File: config.mk
export PLATFORM = sky130hd
export DESIGN_NAME = multicycle_control
export DESIGN_NICKNAME = d
export VERILOG_FILES = /design/src/rtl/core_pkg.sv /design/src/rtl/retire_counter.sv /design/src/rtl/multicycle_control.sv
export SDC_FILE = /design/constraint.sdc
export NUM_CORES = 1
export LEC_CHECK = 0
export CORE_MARGIN = 5
export CORE_UTILIZATION = 50
export DETAILED_ROUTE_END_ITERATION = 16
export GPL_TIMING_DRIVEN = 0
export PLACE_DENSITY = 0.95
export SLEW_MARGIN = 20
export SYNTH_ARGS = -nofsm -noshare
export SYNTH_HDL_FRONTEND = slang
export SYNTH_SLANG_ARGS = --single-unit
File: constraint.sdc
create_clock -name clk -period 4.02 [get_ports clk]
set_input_delay 0.603 -clock clk [delete_from_list [all_inputs] [get_ports clk]]
set_output_delay 0.603 -clock clk [all_outputs]
set_load 0.01 [all_outputs]
File: src/rtl/core_pkg.sv
// ---------------------------------------------------------------------------
// core_pkg
//   Shared definitions for the multicycle RV32I-subset core control path:
//   FSM state encoding, the opcodes the control FSM recognises, the ALUOp
//   codes handed to alucontrol, the ALU operand-select codes and the bundle
//   of datapath control signals produced each cycle.
// ---------------------------------------------------------------------------
package core_pkg;

  // Control FSM states.
  typedef enum logic [3:0] {
    ST_IDLE,
    ST_FETCH,
    ST_DECODE,
    ST_MEM_ADR,
    ST_MEM_READ,
    ST_MEM_WB,
    ST_MEM_WRITE,
    ST_EXECUTE,
    ST_ALU_WB,
    ST_BRANCH,
    ST_TRAP
  } state_e;

  // Recognised opcodes (IR[6:0]).
  localparam logic [6:0] OP_LW  = 7'b0000011;
  localparam logic [6:0] OP_SW  = 7'b0100011;
  localparam logic [6:0] OP_R   = 7'b0110011;
  localparam logic [6:0] OP_BEQ = 7'b1100011;

  // ALUOp codes consumed by alucontrol. 2'b11 is never produced.
  localparam logic [1:0] ALUOP_ADD   = 2'b00;
  localparam logic [1:0] ALUOP_SUB   = 2'b01;
  localparam logic [1:0] ALUOP_FUNCT = 2'b10;

  // ALU operand A select.
  localparam logic SRCA_PC  = 1'b0;
  localparam logic SRCA_RS1 = 1'b1;

  // ALU operand B select.
  localparam logic [1:0] SRCB_REG  = 2'b00;
  localparam logic [1:0] SRCB_FOUR = 2'b01;
  localparam logic [1:0] SRCB_IMM  = 2'b10;

  // Everything the FSM drives into the datapath and memory in one cycle.
  typedef struct packed {
    logic       mem_req;
    logic       mem_write;
    logic       iord;
    logic       ir_write;
    logic       pc_write;
    logic       pc_write_cond;
    logic       pc_source;
    logic       alu_src_a;
    logic [1:0] alu_src_b;
    logic [1:0] alu_op;
    logic       reg_write;
    logic       mem_to_reg;
    logic       instr_done;
    logic       illegal_instr;
  } ctrl_t;

  // All-inactive control word: what IDLE, reset and unlisted outputs show.
  localparam ctrl_t CTRL_NONE = '0;

  // True for the opcodes that go through the address-calculation state.
  function automatic logic is_mem_op(input logic [6:0] op);
    return (op == OP_LW) || (op == OP_SW);
  endfunction

endpackage

File: src/rtl/retire_counter.sv
// ---------------------------------------------------------------------------
// retire_counter
//   Counts retired instructions. Increments by one on every clock where
//   inc_i is high and wraps from all-ones back to zero.
// Ports
//   clk      in   rising-edge clock
//   rst_n    in   asynchronous active-low reset, clears the count
//   inc_i    in   one-cycle retire pulse
//   count_o  out  CNT_W-bit running count
// ---------------------------------------------------------------------------
module retire_counter #(
  parameter int CNT_W = 32
) (
  input  logic             clk,
  input  logic             rst_n,
  input  logic             inc_i,
  output logic [CNT_W-1:0] count_o
);

  logic [CNT_W-1:0] count_q;
  logic [CNT_W-1:0] count_d;

  // Natural modulo-2^CNT_W wrap: no saturation logic wanted.
  always_comb begin
    count_d = count_q;
    if (inc_i) begin
      count_d = count_q + CNT_W'(1);
    end
  end

  always_ff @(posedge clk or negedge rst_n) begin
    if (!rst_n) begin
      count_q <= '0;
    end else begin
      count_q <= count_d;
    end
  end

  assign count_o = count_q;

endmodule

File: src/rtl/multicycle_control.sv
// ---------------------------------------------------------------------------
// multicycle_control
//   Main control FSM of the multicycle RV32I-subset core. Steps each
//   instruction through fetch/decode/execute/memory/writeback, drives the
//   datapath muxes and enables, produces ALUOp for alucontrol, handshakes
//   with the shared instruction/data memory, counts retired instructions
//   and traps on illegal opcodes.
// Parameters
//   CNT_W            width of the retired-instruction counter
//   TRAP_ON_ILLEGAL  1: illegal opcode enters sticky TRAP; 0: retired as NOP
// Ports
//   clk, rst_n       clock, asynchronous active-low reset
//   opcode           IR[6:0]
//   mem_ready        memory completes the current request this cycle
//   mem_req/mem_write/iord        memory request, direction, address select
//   ir_write/pc_write/pc_write_cond/pc_source   IR and PC update controls
//   alu_src_a/alu_src_b/alu_op    ALU operand selects and ALUOp
//   reg_write/mem_to_reg          register file write enable and source
//   instr_done       one-cycle pulse per retired instruction
//   retired          retired-instruction count
//   illegal_instr    sticky trap flag
// ---------------------------------------------------------------------------
module multicycle_control
  import core_pkg::*;
#(
  parameter int CNT_W           = 32,
  parameter int TRAP_ON_ILLEGAL = 1
) (
  input  logic             clk,
  input  logic             rst_n,
  input  logic [6:0]       opcode,
  input  logic             mem_ready,
  output logic             mem_req,
  output logic             mem_write,
  output logic             iord,
  output logic             ir_write,
  output logic             pc_write,
  output logic             pc_write_cond,
  output logic             pc_source,
  output logic             alu_src_a,
  output logic [1:0]       alu_src_b,
  output logic [1:0]       alu_op,
  output logic             reg_write,
  output logic             mem_to_reg,
  output logic             instr_done,
  output logic [CNT_W-1:0] retired,
  output logic             illegal_instr
);

  state_e state_q;
  state_e state_d;
  ctrl_t  ctrl;

  // -------------------------------------------------------------------------
  // State register. Every output is decoded from state_q (plus mem_ready in
  // the wait states), so forcing IDLE on reset forces every output to zero
  // immediately, without waiting for a clock.
  // -------------------------------------------------------------------------
  always_ff @(posedge clk or negedge rst_n) begin
    if (!rst_n) begin
      state_q <= ST_IDLE;
    end else begin
      // NOTE: non-blocking so every flop samples pre-edge values; a blocking
      // assignment here would create simulation order races.
      state_q <= state_d;
    end
  end

  // -------------------------------------------------------------------------
  // Next-state and control decode.
  // -------------------------------------------------------------------------
  always_comb begin
    // NOTE: defaults first so every path assigns every bit; otherwise the
    // unassigned bits would infer latches.
    state_d = state_q;
    ctrl    = CTRL_NONE;

    unique case (state_q)
      ST_IDLE: begin
        state_d = ST_FETCH;
      end

      // Read the instruction at PC and compute PC+4 in parallel. IR and PC
      // are loaded only on the cycle the memory actually answers.
      ST_FETCH: begin
        ctrl.mem_req   = 1'b1;
        ctrl.iord      = 1'b0;
        ctrl.alu_src_a = SRCA_PC;
        ctrl.alu_src_b = SRCB_FOUR;
        ctrl.alu_op    = ALUOP_ADD;
        if (mem_ready) begin
          ctrl.ir_write = 1'b1;
          ctrl.pc_write = 1'b1;
          state_d       = ST_DECODE;
        end
      end

      // PC + immediate goes into ALUOut so BRANCH can use it as the target.
      ST_DECODE: begin
        ctrl.alu_src_a = SRCA_PC;
        ctrl.alu_src_b = SRCB_IMM;
        ctrl.alu_op    = ALUOP_ADD;
        if (is_mem_op(opcode)) begin
          state_d = ST_MEM_ADR;
        end else if (opcode == OP_R) begin
          state_d = ST_EXECUTE;
        end else if (opcode == OP_BEQ) begin
          state_d = ST_BRANCH;
        end else if (TRAP_ON_ILLEGAL != 0) begin
          state_d = ST_TRAP;
        end else begin
          // Unknown opcode retires as a NOP straight out of decode.
          ctrl.instr_done = 1'b1;
          state_d         = ST_FETCH;
        end
      end

      // rs1 + offset. IR cannot change outside FETCH, so the opcode seen
      // here is the one decoded a cycle earlier.
      ST_MEM_ADR: begin
        ctrl.alu_src_a = SRCA_RS1;
        ctrl.alu_src_b = SRCB_IMM;
        ctrl.alu_op    = ALUOP_ADD;
        state_d        = (opcode == OP_SW) ? ST_MEM_WRITE : ST_MEM_READ;
      end

      ST_MEM_READ: begin
        ctrl.mem_req = 1'b1;
        ctrl.iord    = 1'b1;
        if (mem_ready) begin
          state_d = ST_MEM_WB;
        end
      end

      // A store has nothing to write back, so it retires on the cycle the
      // memory accepts the write.
      ST_MEM_WRITE: begin
        ctrl.mem_req   = 1'b1;
        ctrl.mem_write = 1'b1;
        ctrl.iord      = 1'b1;
        if (mem_ready) begin
          ctrl.instr_done = 1'b1;
          state_d         = ST_FETCH;
        end
      end

      ST_MEM_WB: begin
        ctrl.reg_write  = 1'b1;
        ctrl.mem_to_reg = 1'b1;
        ctrl.instr_done = 1'b1;
        state_d         = ST_FETCH;
      end

      ST_EXECUTE: begin
        ctrl.alu_src_a = SRCA_RS1;
        ctrl.alu_src_b = SRCB_REG;
        ctrl.alu_op    = ALUOP_FUNCT;
        state_d        = ST_ALU_WB;
      end

      ST_ALU_WB: begin
        ctrl.reg_write  = 1'b1;
        ctrl.mem_to_reg = 1'b0;
        ctrl.instr_done = 1'b1;
        state_d         = ST_FETCH;
      end

      // rs1 - rs2 sets the ALU zero flag; the datapath loads PC from the
      // precomputed target in ALUOut only when zero is set.
      ST_BRANCH: begin
        ctrl.alu_src_a     = SRCA_RS1;
        ctrl.alu_src_b     = SRCB_REG;
        ctrl.alu_op        = ALUOP_SUB;
        ctrl.pc_write_cond = 1'b1;
        ctrl.pc_source     = 1'b1;
        ctrl.instr_done    = 1'b1;
        state_d            = ST_FETCH;
      end

      // Sticky: only reset leaves TRAP.
      ST_TRAP: begin
        ctrl.illegal_instr = 1'b1;
        state_d            = ST_TRAP;
      end

      // Unused encodings recover through IDLE.
      default: begin
        state_d = ST_IDLE;
      end
    endcase
  end

  // -------------------------------------------------------------------------
  // Retire counter.
  // -------------------------------------------------------------------------
  retire_counter #(
    .CNT_W (CNT_W)
  ) u_retire_counter (
    .clk     (clk),
    .rst_n   (rst_n),
    .inc_i   (ctrl.instr_done),
    .count_o (retired)
  );

  // -------------------------------------------------------------------------
  // Output mapping.
  // -------------------------------------------------------------------------
  assign mem_req       = ctrl.mem_req;
  assign mem_write     = ctrl.mem_write;
  assign iord          = ctrl.iord;
  assign ir_write      = ctrl.ir_write;
  assign pc_write      = ctrl.pc_write;
  assign pc_write_cond = ctrl.pc_write_cond;
  assign pc_source     = ctrl.pc_source;
  assign alu_src_a     = ctrl.alu_src_a;
  assign alu_src_b     = ctrl.alu_src_b;
  assign alu_op        = ctrl.alu_op;
  assign reg_write     = ctrl.reg_write;
  assign mem_to_reg    = ctrl.mem_to_reg;
  assign instr_done    = ctrl.instr_done;
  assign illegal_instr = ctrl.illegal_instr;

  // -------------------------------------------------------------------------
  // Interface invariants.
  // -------------------------------------------------------------------------
  a_alu_op_legal : assert property (@(posedge clk) disable iff (!rst_n)
    alu_op != 2'b11);

  a_req_held : assert property (@(posedge clk) disable iff (!rst_n)
    (mem_req && !mem_ready) |=> (mem_req && $stable(iord) && $stable(mem_write)));

  a_trap_sticky : assert property (@(posedge clk) disable iff (!rst_n)
    (state_q == ST_TRAP) |=> (state_q == ST_TRAP));

endmodule

-- After elaboration in Yosys (flattened, before gate mapping)
Index checks and enable logic that the tools add are counted.
- bits in registers: 36
- word-level logic and storage cells: 46
- output and inout bits: 48
- muxes and demuxes: 19
- add/subtract/negate cells: 1
- equal/unequal tests: 17
- reductions and logical operators: 7
- operators by type and width (kind ; number):
    $add 32x1->32 const B ; 1
    $pmux 4 s8 ; 1
    $pmux 5 s5 ; 1
    $mux 4 ; 5
    $eq 4x3->1 const B ; 4
    $eq 7x6->1 const B ; 2
    $eq 4x4->1 const B ; 3
    $mux 2 ; 5
    $eq 4x2->1 const B ; 2
    $eq 7x2->1 const B ; 1
    $eq 7x7->1 const B ; 1
    $ne 2x2->1 const B ; 3
    $reduce_or 3->1 ; 2
    $mux 1 ; 5
    $eq 4x1->1 const B ; 1
    $logic_not 4->1 ; 1
    $pmux 2 s2 ; 1
    $reduce_or 4->1 ; 1
    $reduce_and 3->1 ; 1
    $pmux 1 s2 ; 1
    $reduce_or 2->1 ; 1
    $logic_or 1x1->1 ; 1

-- Logic depth before layout (Yosys ltp)
Gate-level depths: netlist (run 1).
- word-level depth: 5
- gate-level depth with buffers: 5
- depth with buffers taken out: 5

-- Hierarchy
Synthesis (run 1) repeated with hierarchy kept, for this count alone.
- cell total of the unflattened synthesis: 191
- area, all modules: 1989.4 um^2
- modules (own cells, without submodules) (module ; times used ; area an instance (um^2) ; seq. area each (um^2) ; cells an instance):
    retire_counter ; 1 ; 1448.9 ; 800.8 ; 123
    multicycle_control ; 1 ; 540.5 ; 100.1 ; 68

-- Least setup slack after synthesis (run 1)
No wires, ideal clock.
- path type: register to output
- start point: reg state_q[1]
- end point: out pc_write
- cell stages (with the launch flop): 6
- data required time: 3417 ps
- slack: 1935 ps
- data arrival time: 1482 ps
- cell sequence: dfrtp_1 -> clkbuf_1 -> nand2b_1 -> nor3_1 -> and2_1 -> buf_4
- word-level cells in the longest chain between the ends: 2
- ends and longest elaborated chain (element ; line ; text):
    start: declaration ; multicycle_control.sv:50 ; state_e state_q;
    start signal: assignment ; multicycle_control.sv:65 ; state_q <= state_d;
    $eq 4x1->1 ; multicycle_control.sv:78 ; unique case (state_q)
    $mux 2 ; multicycle_control.sv:78 ;
    end: declaration ; multicycle_control.sv:37 ; output logic pc_write,
Every way passes these cells.

-- Worst setup path in the final report (run 1)
- start point: in mem_ready
- end point: out instr_done
- word-level cells in the longest chain between the ends: 2
- ends and longest elaborated chain (element ; line ; text):
    start: declaration ; multicycle_control.sv:32 ; input logic mem_ready,
    $mux 1 ; multicycle_control.sv:141 ; if (mem_ready) begin
    $pmux 1 s2 ; multicycle_control.sv:78 ;
    end: declaration ; multicycle_control.sv:45 ; output logic instr_done,
Every way passes these cells.

==> impl_metrics.toml, run 1 <==
[yosys]
syn_nets = 219
synthFlopType = "dfrtp_1"
syn_inst = 208
avgSynthCellArea_sq_um = 9.62
ys_types = 38
synthArstFlopShare = 1.00
synth_area_sq_um = 2000
yosys_warnings = 0
ys_seq_elements = 36
synth_enable_flop_cells = 0
synth_seq_area_share = 0.450

[clock_network]
cts.path.max_buffers = 2
clkTransAtPathRegs_ns = 0.07
cts_buffers = 5
worstSkewPairLatency_ns = 0.29
cts_sinks = 36
htree_levels = 2
cts-resized-gates = 0
hold_buffers = 0
postCtsSetupBuffers = 0
cts-root-buf = "clkbuf_8"
tritoncts = "built"

[sta]
fmax_mhz = 342
layout_min_cycle_time_ns = 2.92
tightestPinTransition_ns = 0.584
finalSetupViolCount = 0
tns_ns = 0
rsz0062_at_grt = "false"
relSlewSlack = 0.607
slew_viol_final = 0
fin_skew_ns = 0.00707
finalCritPeriodShare = 0.727
hold_viol_final = 0

[routing]
via_count = 1895
drc = 0
vias_per_cell = 5.85
ant_nets = 0
firstDrtPassIters = 4
drt_iter0_drc = 212
wl_per_cell_microns = 15.8
routed_wl_microns = 5130

[setup_path]
ff2ff_path_depth = 5
r2r-end = "u_retire_counter.count_o[21]$_DFFE_PN0P_"
reg2reg_slack_ns = 2.05
crit_type = "in2out"
start_kind = "input port"
arrival_ns = 2.32
cp_data_required_time_ns = 3.42
cpMostUsedCell = "clkdlybuf4s50_1"
cp_max_fo = 10
cp-end-kind = "output port"
path_cells = "clkdlybuf4s50_1 -> a311oi_4 -> inv_2 -> clkdlybuf4s50_1"
r2r_start = "state_q[0]$_DFFE_PN0P_"
cp_slowest_cell = "clkdlybuf4s50_1"
max_stage_delay_ns = 0.54

[flow_run]
drv_cap = 0

[grt]
grt_pass1_vias = 1834
overflow = 0
grtUsageTotal = 0.207
grt_max_degree = 21
antenna_found_initial = 0
grt_pass1_wl_microns = 8670

[floorplan]
dieArea_sq_um = 5370
core_area_sq_um = 3940
die_h_microns = 73.3
io_pins = 58
initial_utilization = 0.508
die_w_microns = 73.3
rows = 23

[cells_and_area]
layout-drive-gt1-share = 0.0730
final_cell_mix = "56 x clkdlybuf4s50_1, 36 x dfrtp_1, 22 x xor2_1"
nFillCells = 308
multi_input_area_sq_um = 1040
layout_commonest_cell = "clkdlybuf4s50_1"
syn_to_final_growth_pct = 38.1
diodes = 0
nets = 284
register_area_sq_um = 901
fin_area_sq_um = 2770

[power_and_ir_drop]
vdd_drop_max_uv = 291
powerDensity_nw_per_um2 = 484
cellLeakagePower_nw = 1.24

[placement]
place_area_sq_um = 2660
place_hpwl_microns = 3800
gp_congestion = 0.884
io_buffers = 57

[status]
status = "completed"

[worst_hold_path]
hp-class = "in2async"
[cell families (layout without fill, tap and decap cells)]
family                     Yosys count  after routing  share of synthesized area
and+or+nand+nor                    109            109                      0.309
adders and majority gates            1              1                    0.00625
xor gates and xnor gates            31             31                      0.136
AOI/OAI and AO/OA                   17             17                     0.0663
buffers and inverters               14             80                     0.0325
DFF                                 36             36                      0.450
[how the worst max path moves through the flow]
| stage | endpoint | slack, ns | startpoint |
|---|---|---|---|
| global placement | instr_done | 1.12 | mem_ready |
| finish | instr_done | 1.10 | mem_ready |
| floorplan | pc_write | 1.94 | state_q[1]$_DFFE_PN0P_ |
| CTS | instr_done | 1.10 | mem_ready |
| global route | pc_write | 1.00 | state_q[1]$_DFFE_PN0P_ |
| detailed placement | instr_done | 1.11 | mem_ready |
[area by class of cell]
class / instances / area share
clock buffer: 6 / 0.0262
multi-input combinational: 158 / 0.375
sequential: 36 / 0.326
tap: 50 / 0.0226
inverter: 2 / 0.00271
buffer: 12 / 0.0208
clock inverter: 2 / 0.0127
timing repair buffer: 58 / 0.214
[per-layer routing]
layer | global-route usage | vias up | wire [microns]
met2 | 0.333 | 93 | 2440
li1 | - | 885 | -
met1 | 0.259 | 909 | 2160
met4 | 0.0902 | 0 | 97
met3 | 0.0575 | 8 | 426
met5 | 0 | - | 0
[cell usage after synthesis, types with 2 or more instances]
cell type,n,share of area
nor3_1,9,0.022
nand2_1,20,0.037
and4_1,6,0.026
nor2_1,13,0.024
a21boi_0,2,0.0075
dfrtp_1,36,0.45
nand4_1,14,0.044
a21oi_1,2,0.0050
o21ai_0,4,0.010
buf_4,2,0.0075
nand3_1,7,0.017
xnor2_1,9,0.039
buf_2,4,0.010
nor4_1,13,0.041
xor2_1,22,0.096
nand2b_1,5,0.016
nor2b_1,3,0.0094
and2_1,3,0.0094
a31oi_1,2,0.0062
and3_1,9,0.028
clkbuf_1,6,0.011
[flip-flops by register name (all words and copies together) (netlist names)]
register                  cells
u_retire_counter.count_o     32
state_q                       4
[through the flow]
step	instances	power [mW]	setup WS [ns]	util	hold WS, ns
2_1_floorplan	208	0.776	1.94	-	0.307
3_3_place_gp	315	1.02	1.12	0.668	0.455
3_5_place_dp	316	1.03	1.11	0.674	0.467
4_1_cts	324	1.35	1.10	0.701	0.251
5_1_grt	324	1.42	1.00	0.701	0.270
6_report	324	1.34	1.10	0.701	0.246
[power by group]
group	internal (mW)	switching, mW
registers	0.403	0.0528
clock network	0.184	0.126
logic	0.271	0.302
[critical path: cells and delay by family]
family	cells	cell delay, ns
AOI/OAI and AO/OA	1	0.47
buffers and inverters	3	1.24
Note: power is estimated with default switching activity, not from simulation.
==> run 2: changes to the inputs <==
- CORE_UTILIZATION: 50 -> 47
- PLACE_DENSITY: 0.95 -> 0.9
- clock period: 4.02 -> 2.7 ns (I/O delays scaled with it)
==> impl_metrics.toml, run 2 (synthesized netlist as in run 1, its figures left out) <==
[status]
status = "completed"

[routing]
routed_wl_microns = 5180
ant_nets = 0
drt_iter0_drc = 110
vias_per_cell = 5.69
drc = 0
via_count = 1843
wl_per_cell_microns = 16.0
firstDrtPassIters = 4

[floorplan]
initial_utilization = 0.493
rows = 23
dieArea_sq_um = 5660
die_w_microns = 75.3
die_h_microns = 75.3
io_pins = 58
core_area_sq_um = 4060

[placement]
gp_congestion = 0.789
place_area_sq_um = 2660
preCtsSetupSlack_ns = 0.226
place_hpwl_microns = 3910
dp_cells = 316
io_buffers = 57

[power_and_ir_drop]
vdd_drop_max_uv = 482
cellLeakagePower_nw = 1.24
p_total_mw = 1.94
powerDensity_nw_per_um2 = 704

[cells_and_area]
final_cell_mix = "56 x clkdlybuf4s50_1, 36 x dfrtp_1, 22 x xor2_1"
nets = 284
layout_commonest_cell = "clkdlybuf4s50_1"
syn_to_final_growth_pct = 37.7
fin_area_sq_um = 2760
layout-drive-gt1-share = 0.0839
fin_util = 0.679
stdcell_count = 324
largest_register_ffs = 32
nFillCells = 319
diodes = 0

[clock_network]
tritoncts = "built"
cts-resized-gates = 0
clkTransAtPathRegs_ns = 0.07
cts.path.max_buffers = 2
cts-root-buf = "clkbuf_8"
cts_buffers = 5
worstSkewPairLatency_ns = 0.30
htree_levels = 2
cts_sinks = 36
postCtsSetupBuffers = 0
hold_buffers = 0

[setup_path]
cp_max_fo = 10
cp-end-kind = "output port"
crit_type = "reg2out"
cp_data_required_time_ns = 2.30
cp_slowest_cell = "clkdlybuf4s50_1"
max_stage_delay_ns = 0.52
arrival_ns = 2.16
path_cells = "and2b_1 -> a311oi_4 -> inv_2 -> clkdlybuf4s50_1"
start_kind = "register"

[sta]
fin_skew_ns = 0.00658
fmax_mhz = 390
holdWs_ns = 0.0588
finalCritPeriodShare = 0.951
rsz0062_at_grt = "false"
tightestPinTransition_ns = 0.533
tns_ns = 0
finalSetupViolCount = 0
layout_min_cycle_time_ns = 2.57
hold_viol_final = 0
finalWorstSetupSlack_ns = 0.133
slew_viol_final = 0
relSlewSlack = 0.641

[grt]
antenna_found_initial = 0
grtUsageTotal = 0.207
grt_max_degree = 20
grt_pass1_wl_microns = 8800
overflow = 0
grt_pass1_vias = 1815

[flow_run]
drv_cap = 0

[worst_hold_path]
hp-class = "in2async"
run 2: cell count changes in the layout (fill, tap and decap cells not counted), sizes merged:
| cell | before | now |
|---|---|---|
| clkinv | 1 | 2 |
| bufinv | 1 | 0 |
run 2: area by class of cell:
type | instances | area [sq um] | share of cell area
Multi-Input combinational cell | 158 | 1040 | 0.378
Sequential cell | 36 | 901 | 0.327
Timing Repair Buffer | 58 | 593 | 0.215
Clock buffer | 6 | 82.6 | 0.0300
Tap cell | 50 | 62.6 | 0.0227
Buffer | 12 | 58.8 | 0.0213
Clock inverter | 2 | 10.0 | 0.00363
Inverter | 2 | 7.51 | 0.00272
run 2: report_power, final:
group	internal (mW)	switching, mW
registers	0.600	0.0799
clock network	0.203	0.195
logic	0.408	0.456
total	1.21	0.730
run 2: worst max-delay path: cells and delay by family (launching register included):
kind	cells	cell delay (ns)
buf+inv	2	0.70
compound gates	1	0.47
flops	1	0.45
simple gates	1	0.25
run 2: layer usage:
metal / track usage / routed length (microns) / vias up
met5: 0 / 0 / -
met4: 0.0641 / 65 / 0
met3: 0.0521 / 216 / 7
met2: 0.360 / 2700 / 46
met1: 0.251 / 2200 / 912
li1: - / - / 878
run 2: worst paths after layout:
| kind | startpoint | end | slack, ns | cells after the start |
|---|---|---|---|---|
| worst max-delay path | state_q[2]$_DFFE_PN0P_ | instr_done | 0.13 | 4 |
| worst min-delay path | rst_n | u_retire_counter.count_o[5]$_DFFE_PN0P_ | 0.06 | 1 |
| worst max register to register | u_retire_counter.count_o[0]$_DFFE_PN0P_ | u_retire_counter.count_o[30]$_DFFE_PN0P_ | 0.74 | 5 |
| worst min register to register | u_retire_counter.count_o[31]$_DFFE_PN0P_ | u_retire_counter.count_o[31]$_DFFE_PN0P_ | 0.48 | 1 |
| max in group asynchronous | rst_n | u_retire_counter.count_o[19]$_DFFE_PN0P_ | 2.19 | 2 |
| min in group clk | u_retire_counter.count_o[31]$_DFFE_PN0P_ | u_retire_counter.count_o[31]$_DFFE_PN0P_ | 0.48 | 1 |
